<file path="src/rtl/lu_pkg.sv">
// lu_pkg: shared definitions for the logic unit command sequencer.
//   - opcode encodings understood by the 8-bit logic unit
//   - sequencer FSM state encoding
package lu_pkg;

  localparam int unsigned OP_W = 2;

  typedef logic [OP_W-1:0] op_t;

  localparam op_t OP_AND = 2'd0;
  localparam op_t OP_OR  = 2'd1;
  localparam op_t OP_XOR = 2'd2;
  localparam op_t OP_NOR = 2'd3;

  typedef enum logic [1:0] {
    ST_IDLE   = 2'd0,
    ST_DRIVE  = 2'd1,
    ST_SAMPLE = 2'd2
  } state_t;

endpackage

</file>
<file path="src/rtl/res_fifo.sv">
// res_fifo: synchronous FIFO holding sequencer results.
// Ports:
//   clk, rst      clock, asynchronous active-high reset
//   i_push        write i_push_data at the tail (ignored when full)
//   i_push_data   entry to write
//   i_pop         remove the head (ignored when empty)
//   o_head        head entry, combinational from the read pointer
//   o_count       occupancy, 0..DEPTH
module res_fifo #(
  parameter int unsigned WIDTH = 10,
  parameter int unsigned DEPTH = 4
) (
  input  logic                     clk,
  input  logic                     rst,
  input  logic                     i_push,
  input  logic [WIDTH-1:0]         i_push_data,
  input  logic                     i_pop,
  output logic [WIDTH-1:0]         o_head,
  output logic [$clog2(DEPTH):0]   o_count
);

  localparam int unsigned PW = $clog2(DEPTH);
  localparam int unsigned CW = PW + 1;

  logic [WIDTH-1:0] r_mem [DEPTH];
  logic [PW-1:0]    r_wr_ptr;
  logic [PW-1:0]    r_rd_ptr;
  logic [CW-1:0]    r_count;
  logic             w_push_en;
  logic             w_pop_en;

  // Pointers wrap naturally because DEPTH is a power of two; count tells full from empty.
  assign w_push_en = i_push && (r_count != CW'(DEPTH));
  assign w_pop_en  = i_pop  && (r_count != '0);

  // Storage array, no reset needed: entries are only visible while counted.
  always_ff @(posedge clk) begin
    if (w_push_en) begin
      r_mem[r_wr_ptr] <= i_push_data;
    end
  end

  // Pointer and occupancy bookkeeping.
  always_ff @(posedge clk or posedge rst) begin
    if (rst) begin
      r_wr_ptr <= '0;
      r_rd_ptr <= '0;
      r_count  <= '0;
    end else begin
      if (w_push_en) begin
        r_wr_ptr <= r_wr_ptr + PW'(1);
      end
      if (w_pop_en) begin
        r_rd_ptr <= r_rd_ptr + PW'(1);
      end
      case ({w_push_en, w_pop_en})
        2'b10:   r_count <= r_count + CW'(1);
        2'b01:   r_count <= r_count - CW'(1);
        default: r_count <= r_count;
      endcase
    end
  end

  assign o_head  = r_mem[r_rd_ptr];
  assign o_count = r_count;

endmodule

</file>
<file path="src/rtl/lu_seq.sv">
// lu_seq: command sequencer and result reader for the logic unit's shared result bus.
// Accepts one command at a time, drives registered operands/opcode to the logic
// unit, waits SETTLE cycles, samples lu_y and queues {op, result} for the consumer.
// Ports:
//   clk, rst                      clock, asynchronous active-high reset
//   cmd_valid/cmd_ready           command handshake
//   cmd_a, cmd_b, cmd_op          command operands and opcode
//   lu_a, lu_b, lu_op             registered operands/opcode to the logic unit
//   lu_y                          logic unit result bus (sampled in SAMPLE only)
//   res_valid/res_ready           result handshake
//   res_data, res_op              head result and the opcode that produced it
//   busy                          sequencer not idle
//   count                         result FIFO occupancy
module lu_seq
  import lu_pkg::*;
#(
  parameter int unsigned WIDTH  = 8,
  parameter int unsigned DEPTH  = 4,
  parameter int unsigned SETTLE = 1
) (
  input  logic                   clk,
  input  logic                   rst,
  input  logic                   cmd_valid,
  output logic                   cmd_ready,
  input  logic [WIDTH-1:0]       cmd_a,
  input  logic [WIDTH-1:0]       cmd_b,
  input  logic [1:0]             cmd_op,
  output logic [WIDTH-1:0]       lu_a,
  output logic [WIDTH-1:0]       lu_b,
  output logic [1:0]             lu_op,
  input  logic [WIDTH-1:0]       lu_y,
  output logic                   res_valid,
  input  logic                   res_ready,
  output logic [WIDTH-1:0]       res_data,
  output logic [1:0]             res_op,
  output logic                   busy,
  output logic [$clog2(DEPTH):0] count
);

  localparam int unsigned CW  = $clog2(DEPTH) + 1;
  localparam int unsigned SCW = (SETTLE > 1) ? $clog2(SETTLE) : 1;
  localparam int unsigned EW  = WIDTH + OP_W;

  state_t           r_state;
  state_t           w_state_nxt;
  logic [SCW-1:0]   r_settle;
  logic [SCW-1:0]   w_settle_nxt;
  logic [WIDTH-1:0] r_lu_a;
  logic [WIDTH-1:0] w_lu_a_nxt;
  logic [WIDTH-1:0] r_lu_b;
  logic [WIDTH-1:0] w_lu_b_nxt;
  op_t              r_lu_op;
  op_t              w_lu_op_nxt;
  logic             w_cmd_ready;
  logic             w_push;
  logic [EW-1:0]    w_push_data;
  logic [EW-1:0]    w_head;
  logic [CW-1:0]    w_count;

  // State, settle counter and operand registers.
  always_ff @(posedge clk or posedge rst) begin
    if (rst) begin
      r_state  <= ST_IDLE;
      r_settle <= '0;
      r_lu_a   <= '0;
      r_lu_b   <= '0;
      r_lu_op  <= OP_AND;
    end else begin
      r_state  <= w_state_nxt;
      r_settle <= w_settle_nxt;
      r_lu_a   <= w_lu_a_nxt;
      r_lu_b   <= w_lu_b_nxt;
      r_lu_op  <= w_lu_op_nxt;
    end
  end

  // Next-state logic; cmd_ready depends on registered state and count only.
  always_comb begin
    w_state_nxt  = r_state;
    w_settle_nxt = r_settle;
    w_lu_a_nxt   = r_lu_a;
    w_lu_b_nxt   = r_lu_b;
    w_lu_op_nxt  = r_lu_op;
    w_cmd_ready  = 1'b0;
    w_push       = 1'b0;
    case (r_state)
      ST_IDLE: begin
        // A free slot is reserved at acceptance, so the later push cannot overflow.
        w_cmd_ready = (w_count < CW'(DEPTH));
        if (cmd_valid && w_cmd_ready) begin
          w_lu_a_nxt   = cmd_a;
          w_lu_b_nxt   = cmd_b;
          w_lu_op_nxt  = op_t'(cmd_op);
          w_settle_nxt = SCW'(SETTLE - 1);
          w_state_nxt  = ST_DRIVE;
        end
      end
      ST_DRIVE: begin
        if (r_settle == '0) begin
          w_state_nxt = ST_SAMPLE;
        end else begin
          w_settle_nxt = r_settle - SCW'(1);
        end
      end
      ST_SAMPLE: begin
        w_push      = 1'b1;
        w_state_nxt = ST_IDLE;
      end
      default: begin
        w_state_nxt = ST_IDLE;
      end
    endcase
  end

  assign w_push_data = {r_lu_op, lu_y};

  res_fifo #(
    .WIDTH (EW),
    .DEPTH (DEPTH)
  ) u_res_fifo (
    .clk         (clk),
    .rst         (rst),
    .i_push      (w_push),
    .i_push_data (w_push_data),
    .i_pop       (res_ready),
    .o_head      (w_head),
    .o_count     (w_count)
  );

  assign cmd_ready = w_cmd_ready;
  assign lu_a      = r_lu_a;
  assign lu_b      = r_lu_b;
  assign lu_op     = r_lu_op;
  assign res_valid = (w_count != '0);
  assign res_data  = w_head[WIDTH-1:0];
  assign res_op    = w_head[EW-1:WIDTH];
  assign busy      = (r_state != ST_IDLE);
  assign count     = w_count;

endmodule

</file>
<file path="config.mk">
export PLATFORM = sky130hd
export DESIGN_NAME = lu_seq
export DESIGN_NICKNAME = d
export VERILOG_FILES = /design/src/rtl/lu_pkg.sv /design/src/rtl/res_fifo.sv /design/src/rtl/lu_seq.sv
export SDC_FILE = /design/constraint.sdc
export NUM_CORES = 1
export LEC_CHECK = 0
export CORE_MARGIN = 1.5
export CORE_UTILIZATION = 50
export CTS_CLUSTER_SIZE = 20
export DETAILED_ROUTE_END_ITERATION = 10
export GPL_TIMING_DRIVEN = 0
export PLACE_DENSITY = 0.91
export RECOVER_POWER = 100
export SYNTH_ARGS = -nofsm -noshare
export SYNTH_HDL_FRONTEND = slang
export SYNTH_SLANG_ARGS = --single-unit
</file>
<file path="constraint.sdc">
create_clock -name clk -period 5.3 [get_ports clk]
set_clock_uncertainty 0.2 [all_clocks]
set_input_delay 1.06 -clock clk [delete_from_list [all_inputs] [get_ports clk]]
set_output_delay 1.06 -clock clk [all_outputs]
set_load 0.02 [all_outputs]
</file>
=== Word-level counts from Yosys, hierarchy flattened ===
Memories as Yosys holds them, arrays and structs flattened.
Index checks and enable logic that the tools add are counted.
W data, S select, Z words.

* Order comparisons: 1
* Muxes and demuxes: 11
* Eq/ne operators: 7
* Add/subtract/negate cells: 5
* Reductions and logical operators: 11

{| class="wikitable"
|+ Operators with widths
! kind !! number
|-
| $mux W1 || 6
|-
| $pmux W3 S2 || 1
|-
| $reduce_and A2 Y1 || 3
|-
| $reduce_bool A2 Y1 || 3
|-
| $add A2 B1 Y2 const B || 2
|-
| $eq A2 B1 Y1 const B || 2
|-
| $eq A2 B2 Y1 const B || 2
|-
| $mux W2 || 2
|-
| $ne A2 B2 Y1 const B || 2
|-
| $pmux W2 S2 || 1
|-
| $add A3 B1 Y3 const B || 1
|-
| $logic_and A1 B1 Y1 || 3
|-
| $lt A3 B3 Y1 const B || 1
|-
| $ne A3 B3 Y1 const B || 1
|-
| $reduce_bool A3 Y1 || 1
|-
| $sub A3 B1 Y3 const B || 1
|-
| $logic_not A2 Y1 || 1
|-
| $pmux W1 S2 || 1
|-
| $sub A1 B1 Y1 const B || 1
|}

* Memories: 1
* Bits in registers: 28
* Output and inout bits: 34
* RAM bits: 40
* Logic and storage cells: 44

{| class="wikitable"
|+ Memory list
! name !! depth !! bits a word !! rd ports !! clocked after memory_dff !! wr ports !! line !! RTL
|-
| u_res_fifo.r_mem || 4 || 10 || 1 || 0 || 1 || res_fifo.sv:25 || <nowiki>logic [WIDTH-1:0] r_mem [DEPTH];</nowiki>
|}

=== Logic depth before layout (Yosys ltp) ===
* Depth after elaboration: 5
* Depth in mapped cells: 9
* Gate-level depth less buffers: 9

=== Hierarchy ===
A second synthesis with hierarchy kept.

* Cells, all modules: 136
* Area total of the unflattened synthesis: 2691.3 sq um

{| class="wikitable"
|+ By module, submodules not included
! module !! instances !! seq. area each (sq um) !! area each (sq um) !! cells each
|-
| res_fifo || 1 || 1376.3 || 1874.3 || 89
|-
| lu_seq || 1 || 500.5 || 817.0 || 47
|}

=== Least setup slack after synthesis ===
OpenSTA, ideal clock, no wires.

* Path type: register -> output
* Start: reg u_res_fifo.r_rd_ptr[0]
* End: out res_data[0]
* Slack: 2767 ps
* Stages on the path, launching flop included: 3
* Path buffers: 1
* Data required time: 4040 ps
* Arrival time: 1273 ps
* Cell sequence: dfrtp_1 > buf_2 > mux4_2

* Word-level cells in the longest chain between the ends: 1

{| class="wikitable"
|+ Ends and longest elaborated chain
! element !! line !! RTL
|-
| from (decl) || res_fifo.sv:27 || <nowiki>logic [PW-1:0] r_rd_ptr;</nowiki>
|-
| from (signal assigned) || res_fifo.sv:54 || <nowiki>r_rd_ptr <= r_rd_ptr + PW'(1);</nowiki>
|-
| $mem_v2 Z4 W10 || -- ||
|-
| to (decl) || lu_seq.sv:34 || <nowiki>output logic [WIDTH-1:0] res_data,</nowiki>
|}

No other way between the ends.

=== Final worst setup path ===
* Start: reg u_res_fifo.r_rd_ptr[0]
* End: out res_op[1]

* Word-level cells in the longest chain between the ends: 1

{| class="wikitable"
|+ Ends and longest elaborated chain
! element !! line !! RTL
|-
| $mem_v2 Z4 W10 || -- ||
|-
| to (decl) || lu_seq.sv:35 || <nowiki>output logic [1:0] res_op,</nowiki>
|}

No other way between the ends.

==> summary.md <==
| Metric | Value |
|---|---|
| P_sw | 672 uW |
| Avg Inst Size Synth | 19.9 um2 |
| Crit Reg-Reg Startpoint | u_res_fifo.o_count[0] |
| Clk buf depth | 2 |
| Die Width | 76.1 um |
| Antenna diodes | 0 |
| Grt total ovfl | 0 |
| Most common cell in the synthesized netlist | edfxtp_1 |
| Core box area | 5140 um2 |
| Hold path start | lu_b[0] |
| Mapped Cells | 134 |
| Worst VDD drop | 0.000373 V |
| Final Max Tran Viols | 0 |
| Pre-Repair DR Iteration Count | 4 |
| Cell Area, Synth | 2670 um2 |
| Worst Max-Slew Pin Slew | 1.05 ns |
| Clock power frac | 0.204 |
| Hold Path End | lu_b[0] |
| Syn_nets | 170 |
| Vias | 1434 |
| WL final | 4570 um |
| Root Driver | clkbuf_8 |
| CTS Buf Count | 9 |
| Max-Cap Viols | 0 |
| Skew-Pair Late Insertion Delay | 0.33 ns |
| EDFF count, synth | 40 |
| Period Utilization, post-route | 0.733 |
| Wirelength per Cell | 16.1 um |
| Reg clk slew, reported paths | 0.06 ns |
| First-pass GRT wire length | 7860 um |
| P per Cell Area | 572 nW/um2 |
| Number of DRC markers in iteration 0 | 92 |
| Number of synthesized register bits | 67 |
| Layout cells sized above 1 | 0.183 |
| CTS tree | yes |
| Largest net degree at the start of global routing | 28 |
| Ys flop type | edfxtp_1 |
| Async SR Flop Fraction | 0.403 |
| Htree depth | 3 |
| CP Data Required Time | 4.04 ns |
| Top Ports | 64 |
| Vias in the first global route | 1564 |
| Placer Congestion | 0.651 |
| Max FO, Critical Path | 10 |
| P&R area growth vs syn | 31.2% |
| Critical path startpoint category | register |
| Synth unique cells | 25 |
| Nets | 244 |
| Synth top area cells | edfxtp_1 (45%), dfrtp_1 (25%), mux4_2 (8.4%) |
| Die footprint | 5790 um2 |
| Int Pwr | 1330 uW |
| Synth cell count leaders | edfxtp_1 (40), dfrtp_1 (27), mux2_2 (10), mux4_2 (10), mux2_4 (9) |
| Share of the synthesized area in the top cell type | 0.449 |
| R2R depth | 3 |
| Sequential element share of the synthesized area | 0.702 |
| Rel. slew slack | 0.299 |
| IO Port Bufs | 63 |
| Worst hold path depth | 1 |
| Number of antenna-violating nets in the routed design | 0 |
| Gr usage total | 0.183 |
| RSZ-0062 raised after global routing | no |
| CTS resizes | 0 |
| Final setup TNS | 0 ns |
| Status | complete, no violations |
| YS warnings | 0 |
| CTS sink count | 67 |
| Comb power frac | 0.404 |
| Reg2reg setup slack | 2.70 ns |
| Post-CTS Setup Inserts | 0 |
| # hold bufs at CTS | 0 |
| DRC viols | 0 |
| Reg2reg end | u_res_fifo.r_mem[0][4] |
| FILL cells | 386 |
| Final Util | 0.682 |
| Switching share of power | 0.335 |
| Placement Rows | 26 |
| Worst hold margin | 0.282 ns |
| Die H | 76.1 um |
| Final hold violations | 0 |
| Synth area leader | edfxtp_1 |
| Antenna violations before repair | 0 |
| Setup CP Type | register to output port |
| Worst EP arrival | 2.62 ns |
| Final worst path period need | 3.88 ns |
| Leakage power | 0.00132 uW |
| # setup viols final | 0 |
| Seq pwr share | 0.392 |
| Peak Freq | 0.257 GHz |
| Hold WC Path Type | register to register |
| Routed vias/inst | 5.07 |
| DP Wirelength | 3080 um |
| Starting Density | 0.520 |
| Setup crit end kind | output port |
worst max-delay path: stages (launching register included):
cell and delay (ns):
dfrtp_1 0.41, clkbuf_1 0.61, mux4_2 0.60, dlygate4sd3_1 0.66
how the worst max path moves through the flow:
stage	startpoint	end	slack (ns)	depth (start not counted)
2_1_floorplan	u_res_fifo.r_rd_ptr[0]	res_data[0]	2.77	2
3_3_place_gp	u_res_fifo.r_rd_ptr[0]	res_op[1]	2.18	3
3_5_place_dp	u_res_fifo.r_rd_ptr[0]	res_op[0]	2.17	3
4_1_cts	u_res_fifo.r_rd_ptr[0]	res_op[0]	1.80	3
5_1_grt	u_res_fifo.r_rd_ptr[0]	res_op[1]	1.28	3
6_report	u_res_fifo.r_rd_ptr[0]	res_op[1]	1.42	3
flip-flops by register name (all words and copies together), names as in the netlist:
name                 cells
u_res_fifo.r_mem        40
u_res_fifo.r_rd_ptr      2
lu_op                    2
lu_b                     8
u_res_fifo.r_wr_ptr      2
lu_a                     8
r_state                  2
u_res_fifo.o_count       3
cells by family (layout without fill, tap and decap cells):
group | Yosys count | count (layout) | share of synthesized area
simple gates | 11 | 11 | 0.0267
mux | 30 | 30 | 0.181
compound gates | 2 | 2 | 0.0136
xor+xnor | 6 | 6 | 0.0197
flops | 67 | 67 | 0.702
buf+inv | 12 | 91 | 0.0262
fa+ha+maj | 6 | 6 | 0.0309
layer usage:
metal | routed length [um] | vias to the layer above | global-route usage
li1 | - | 648 | -
met1 | 1940 | 712 | 0.229
met2 | 2130 | 66 | 0.281
met3 | 393 | 8 | 0.0647
met4 | 102 | 0 | 0.100
met5 | 0 | - | 0
stage by stage:
stage	cell area, um2	total power, uW	instances	setup WS, ns
final	3510	2010	283	1.42
after global routing	3510	2120	283	1.28
after CTS	3580	2150	283	1.80
after detailed placement	3390	1740	267	2.17
after global placement	3390	1720	267	2.18
after floorplan	2670	1360	134	2.77
layout make-up:
class	instances	area [um2]	share of cell area
Multi-Input combinational cell	55	677	0.193
Buffer	4	15.0	0.00428
Sequential cell	67	1880	0.535
Tap cell	70	87.6	0.0250
Inverter	8	30.0	0.00857
Clock buffer	13	149	0.0425
Clock inverter	3	40.0	0.0114
Timing Repair Buffer	63	631	0.180
power groups by stage:
stage	Sequential, uW	Clock (uW)	Combinational [uW]
after floorplan	892	0	466
after global placement	801	0	917
after detailed placement	805	0	933
after CTS	798	416	938
after global routing	807	440	874
final	787	409	811
layout by cell type (no fill, tap or decap), types with 2 or more instances in the layout:
| cell type | instances |
|---|---|
| clkinv_2 | 2 |
| dfrtp_1 | 27 |
| inv_1 | 8 |
| mux2_1 | 8 |
| clkdlybuf4s50_1 | 19 |
| clkbuf_8 | 10 |
| mux2_2 | 10 |
| xnor2_1 | 3 |
| and2_0 | 4 |
| clkbuf_1 | 7 |
| mux4_2 | 10 |
| ha_1 | 5 |
| dlygate4sd3_1 | 44 |
| edfxtp_1 | 40 |
| xor2_1 | 3 |
Power figures use the tool's default switching activity.
